[config.mk]
export PLATFORM = sky130hd
export DESIGN_NAME = if_inst_queue
export DESIGN_NICKNAME = d
export VERILOG_FILES = /design/src/rtl/if_inst_queue_pkg.sv /design/src/rtl/if_inst_queue.sv
export SDC_FILE = /design/constraint.sdc
export NUM_CORES = 1
export LEC_CHECK = 0
export BUFFER_PORTS_ARGS = -buffer_cell sky130_fd_sc_hd__buf_2
export CAP_MARGIN = 20
export CORE_ASPECT_RATIO = 0.9
export CORE_UTILIZATION = 35
export DETAILED_ROUTE_END_ITERATION = 8
export PLACE_DENSITY = 0.6
export SLEW_MARGIN = 20
export SYNTH_ARGS = -nofsm -noshare
export SYNTH_HDL_FRONTEND = slang
export SYNTH_SLANG_ARGS = --single-unit
[constraint.sdc]
create_clock -name clk -period 9.55 [get_ports clk]
set_input_delay 1.4325 -clock clk [delete_from_list [all_inputs] [get_ports clk]]
set_output_delay 1.4325 -clock clk [all_outputs]
set_load 0.005 [all_outputs]
[src/rtl/if_inst_queue_pkg.sv]
// IF->ID instruction queue shared constants and beat layout.
// Depth lives here so the top level and the bench agree on one value.
package if_inst_queue_pkg;

  localparam int BUS_WD   = 66;
  localparam int IQ_DEPTH = 2;
  localparam int PTR_WD   = $clog2(IQ_DEPTH);

  localparam logic [PTR_WD:0] FULL_CNT =
    (PTR_WD+1)'(IQ_DEPTH);

  typedef struct packed {
    logic        bd;
    logic        ex;
    logic [31:0] inst;
    logic [31:0] pc;
  } fs_to_ds_t;

endpackage

[src/rtl/if_inst_queue.sv]
// Decoupling FIFO between IF and ID; holds fetched beats across ID stalls.
// Registered output, no bypass; flushed with IF/ID on WB exception or eret.
module if_inst_queue
  import if_inst_queue_pkg::*;
(
  input  logic              clk,
  input  logic              reset,
  input  logic              fs_to_iq_valid,
  input  logic [BUS_WD-1:0] fs_to_iq_bus,
  output logic              iq_allowin,
  input  logic              ds_allowin,
  output logic              iq_to_ds_valid,
  output logic [BUS_WD-1:0] iq_to_ds_bus,
  input  logic              ex_from_ws,
  output logic [PTR_WD:0]   iq_count
);

  logic [BUS_WD-1:0] mem_q [IQ_DEPTH];
  logic [BUS_WD-1:0] mem_d [IQ_DEPTH];
  logic [PTR_WD-1:0] wr_ptr_q, wr_ptr_d;
  logic [PTR_WD-1:0] rd_ptr_q, rd_ptr_d;
  logic [PTR_WD:0]   count_q, count_d;
  logic              push, pop;

  // Full queue still accepts when the head leaves this cycle.
  assign iq_allowin     = (count_q != FULL_CNT) || ds_allowin;
  assign iq_to_ds_valid = (count_q != '0);
  assign iq_to_ds_bus   = mem_q[rd_ptr_q];
  assign iq_count       = count_q;

  assign push = fs_to_iq_valid && iq_allowin;
  assign pop  = iq_to_ds_valid && ds_allowin;

  always_comb begin
    mem_d    = mem_q;
    wr_ptr_d = wr_ptr_q;
    rd_ptr_d = rd_ptr_q;
    count_d  = count_q;
    if (ex_from_ws) begin
      wr_ptr_d = '0;
      rd_ptr_d = '0;
      count_d  = '0;
    end else begin
      if (push) begin
        mem_d[wr_ptr_q] = fs_to_iq_bus;
        wr_ptr_d        = wr_ptr_q + PTR_WD'(1);
      end
      if (pop) begin
        rd_ptr_d = rd_ptr_q + PTR_WD'(1);
      end
      unique case ({push, pop})
        2'b10:   count_d = count_q + (PTR_WD+1)'(1);
        2'b01:   count_d = count_q - (PTR_WD+1)'(1);
        default: count_d = count_q;
      endcase
    end
  end

  always_ff @(posedge clk) begin
    if (reset) begin
      wr_ptr_q <= '0;
      rd_ptr_q <= '0;
      count_q  <= '0;
    end else begin
      wr_ptr_q <= wr_ptr_d;
      rd_ptr_q <= rd_ptr_d;
      count_q  <= count_d;
    end
  end

  always_ff @(posedge clk) begin
    mem_q <= mem_d;
  end

endmodule

=== After elaboration in Yosys (flattened, before gate mapping) ===
Index checks and enable logic that the tools add are counted.

* Flip-flop bits (word level): 136
* Logic and storage cells: 33

* Add/subtract/negate cells: 4
* Order comparisons: 3
* Eq/ne operators: 3
* Multiplexer cells: 7
* Bitwise operators: 3
* Reduce and logical (&&, ||, !) cells: 8

{| class="wikitable"
|+ Operator list
! kind !! count
|-
| $mux W66 || 4
|-
| $bwmux W132 || 1
|-
| $demux W66 S1 || 1
|-
| $ge A2 B2 Y1 const B || 2
|-
| $not A1 Y2 || 2
|-
| $pmux W2 S2 || 1
|-
| $reduce_bool A2 Y1 || 2
|-
| $logic_and A1 B1 Y1 || 3
|-
| $add A1 B1 Y1 const B || 2
|-
| $add A2 B1 Y2 const B || 1
|-
| $eq A2 B1 Y1 const B || 1
|-
| $eq A2 B2 Y1 const B || 1
|-
| $lt A2 B1 Y1 const B || 1
|-
| $ne A2 B2 Y1 const B || 1
|-
| $reduce_and A2 Y1 || 1
|-
| $reduce_or A2 Y1 || 1
|-
| $sub A2 B1 Y2 const B || 1
|-
| $logic_or A1 B1 Y1 || 1
|-
| $not A1 Y1 || 1
|}

=== Longest topological paths before layout ===
* Word-level depth: 6
* Mapped depth: 6

=== Worst setup path after synthesis ===
OpenSTA, ideal clock, no wires.

* Path type: input to register
* From: input port ds_allowin
* To: register mem_q[0] in the netlist's numbering (enable)
* Data arrival time: 6.478 ns
* Setup slack: 2.486 ns
* Cell stages on the path: 3
* Buffers on the path: 0
* Path through: or3b_1 nand2_2 nor3b_1

* Cells in the longest elaborated chain, start to end: 3

{| class="wikitable"
|+ RTL lines
! what !! RTL line !! text
|-
| from (decl) || if_inst_queue.sv:11 || <nowiki>input logic ds_allowin,</nowiki>
|-
| $logic_or A1 B1 Y1 || if_inst_queue.sv:26 || <nowiki>assign iq_allowin = (count_q != FULL_CNT) || ds_allowin;</nowiki>
|-
| $logic_and A1 B1 Y1 || if_inst_queue.sv:31 || <nowiki>assign push = fs_to_iq_valid && iq_allowin;</nowiki>
|-
| $reduce_and A2 Y1 (no source line) || -- ||
|-
| to (signal assigned) || if_inst_queue.sv:72 || <nowiki>mem_q <= mem_d;</nowiki>
|-
| to (decl) || if_inst_queue.sv:18 || <nowiki>logic [BUS_WD-1:0] mem_q [IQ_DEPTH];</nowiki>
|}

Every way passes these cells.
A chain may end at the register's enable or synchronous reset.

=== Worst setup path in the final report ===
* From: input port ds_allowin
* To: output port iq_allowin

* Cells in the longest elaborated chain, start to end: 1

{| class="wikitable"
|+ RTL lines
! what !! RTL line !! text
|-
| $logic_or A1 B1 Y1 || if_inst_queue.sv:26 ||
|-
| to (decl) || if_inst_queue.sv:10 || <nowiki>output logic iq_allowin,</nowiki>
|}

Every way passes these cells.

==> flow_summary.toml <==
[die]
placeableCoreArea_um2 = 13600
fp.dieW_um = 128
start_util_pct = 36.5
dieArea_um2 = 14700
die-height_um = 115
rows = 40
io_pins = 141

[timing]
worst_clock_skew_ns = 0.00571
timing_hold_violations_final = 0
finalSetupTns_ns = 0
worst-slew-pin-transition_ns = 0.929
final_max_slew_viol_count = 0
period_minus_slack_ns = 3.48
rsz0062_at_grt = "false"
finalCritPeriodShare_pct = 36.5
setup_ws_ns = 6.07
clock.fmax_mhz = 287
setup_viol = 0
relSlewSlack_pct = 38.0

[critical_path]
crit_family = "simple AND/OR/NAND/NOR gates"
rrSetupSlack_ns = 7.81
ff2ff_path_depth = 5
slowest_delay_ns = 0.37
cp.required_ns = 8.12
cpMaxStageDelayCell = "or3b_1"
rr_startpoint = "iq_count[1]$_SDFFE_PP0P_"
crit_cells = 3
crit_fanout = 2
r2r_end = "iq_count[1]$_SDFFE_PP0P_"
endpoint_kind = "primary output"
cp-start-kind = "input pin"
crit_path_start = "ds_allowin"
critPathKind = "in2out"
crit_buf_inv = 2
worstPathArrival_ns = 2.05
crit_top_cell = "buf_2"
endpoint = "iq_allowin"
path_cells = "buf_2, or3b_1, buf_2"

[global_routing]
grt_pass1_vias = 2705
grt_pass1_wl_um = 13200
track_usage_pct = 12.3
grt_max_degree = 68
grt-ovfl-total = 0
antenna_found_initial = 0

[synthesis]
synth_cells = 228
synth.yosys.warnings = 0
ys_seq_area_share_pct = 81.5
syn_area_um2 = 4960
ys_ff_latch = 136
avgSynthCellArea_um2 = 21.8
synthesis.nets = 300
yosysUniqueCellTypes = 20

[clock_network]
ctsResizeCount = 0
cts_setup_buffers = 0
cts_buffer_depth = 2
cts_tree = "built"
cts_htree_levels = 4
postCtsHoldBufs = 0
clock_latency_ns = 0.41
clkSinkCount = 136
cts.clk_slew.worst_paths_ns = 0.06
ctsRootBufferMaster = "clkbuf_16"
numCtsBuffers = 17

[hold_path]
hp-class = "reg2reg"
hold_path_depth = 2

[drt]
drtIter0Drc = 143
dr.pass1.iters = 4
drcViolationCount = 0
wire_per_inst_um = 14.5
route.met2.wl_um = 4110
route.vias.total = 2588
dr_wl_met3_um = 809
drt-met1-wl_um = 3470
vias_per_cell = 4.42
antenna_left = 0
top_layer_used = "met4"
finalWirelength_um = 8490

[pwr]
p_int_w = 0.00125
switchingPower_w = 0.000278
seq_power_share_pct = 44.5
comb_power_share_pct = 4.3
power_density_nw_per_um2 = 231
peakVddDrop_uv = 212
p_leak_nw = 2.45
switching_share_pct = 18.1
clkPwrFrac_pct = 51.2

[finish]
fin_util_pct = 48.6
antenna_cells = 0
multi_input_area_um2 = 886
regArea_um2 = 4050
design_area_um2 = 6620
drive_gt1_share_pct = 62.2
layout.cells.non_filler = 586
area_growth_pct = 33.4
nets = 456
fillers = 1196

[run]
max-cap-violations = 0

[placed_design]
place_area_um2 = 5900
port-buffer-count = 140
gp_congestion = 0.688
place_inst = 554
hpwl_um = 5340
pre_cts_ws_ns = 6.06

[status]
status = "completed"
-- how the worst min path moves through the flow --
stage,to,from,slack [ns]
global route,wr_ptr_q$_SDFFE_PP0P_,wr_ptr_q$_SDFFE_PP0P_,0.55
finish,wr_ptr_q$_SDFFE_PP0P_,wr_ptr_q$_SDFFE_PP0P_,0.51
global placement,wr_ptr_q$_SDFFE_PP0P_,wr_ptr_q$_SDFFE_PP0P_,0.48
CTS,wr_ptr_q$_SDFFE_PP0P_,wr_ptr_q$_SDFFE_PP0P_,0.51
floorplan,wr_ptr_q$_SDFFE_PP0P_,wr_ptr_q$_SDFFE_PP0P_,0.46
detailed placement,wr_ptr_q$_SDFFE_PP0P_,wr_ptr_q$_SDFFE_PP0P_,0.50
-- Yosys cell counts, drive strengths merged --
cell type  number  area share, %
a21boi          1           0.15
buf             7           0.86
dfxtp           4            1.6
edfxtp        132             80
ha              1           0.25
mux2           66             15
mux2i           1           0.20
nand2           2           0.20
nor2            1          0.076
nor3            3           0.30
nor3b           1           0.15
o21a            1           0.15
o21ai           1           0.10
or2             1           0.13
or3             2           0.25
or3b            1           0.18
xnor2           2           0.35
xor2            1           0.18
-- worst register-to-register path: cells and delay by family, from the launching register on --
| kind | cells | cell delay, ns |
|---|---|---|
| and+or+nand+nor | 3 | 0.88 |
| AOI/OAI and AO/OA | 1 | 0.13 |
| DFF | 1 | 0.38 |
| adders and majority gates | 1 | 0.27 |
-- cells by family after synthesis --
group / Yosys count / synth area share, %
mux: 67 / 15.2
compound gates: 3 / 0.403
xor+xnor: 3 / 0.530
simple gates: 11 / 1.29
fa+ha+maj: 1 / 0.252
buf+inv: 7 / 0.857
flops: 136 / 81.5
-- state kept, by name (all words and copies together), names as in the netlist --
name,count
iq_count,2
mem_q,132
rd_ptr_q,1
wr_ptr_q,1
-- per-stage QoR --
stage	total power, W	hold slack [ns]
finish	0.00153	0.506
global placement	0.000759	0.477
CTS	0.00155	0.508
global route	0.00159	0.551
floorplan	0.000724	0.456
detailed placement	0.000762	0.498
-- power groups by stage --
| stage | combinational [W] | clock [W] | sequential (W) |
|---|---|---|---|
| global route | 0.0000727 | 0.000830 | 0.000684 |
| finish | 0.0000659 | 0.000785 | 0.000682 |
| CTS | 0.0000677 | 0.000804 | 0.000682 |
| detailed placement | 0.0000672 | 0 | 0.000695 |
| global placement | 0.0000656 | 0 | 0.000694 |
| floorplan | 0.0000304 | 0 | 0.000694 |
-- area by class of cell --
class / instances / share of cell area [%]
repair buffers: 144 / 11.0
clock buffers: 17 / 6.42
flip-flops and latches: 136 / 61.1
multi-input cells: 85 / 13.4
clock inverters: 15 / 4.46
well taps: 189 / 3.57
-- placed cells by master (no fill, tap or decap), drive strengths merged --
cell      instances
buf             144
edfxtp          132
mux2             66
clkbuf           17
bufinv            8
dfxtp             4
nor3              3
clkinv            3
or3               2
xnor2             2
clkinvlp          2
inv               2
nand2             2
o21a              1
or3b              1
nor3b             1
or2               1
xor2              1
nor2              1
mux2i             1
o21ai             1
a21boi            1
ha                1
-- routing by layer --
layer  track usage (%)  vias up
met5                 0        -
met4              4.52        0
met3              7.54        9
met2              20.3       94
met1              12.7     1257
li1                  -     1228
(Power assumes the default switching activity.)
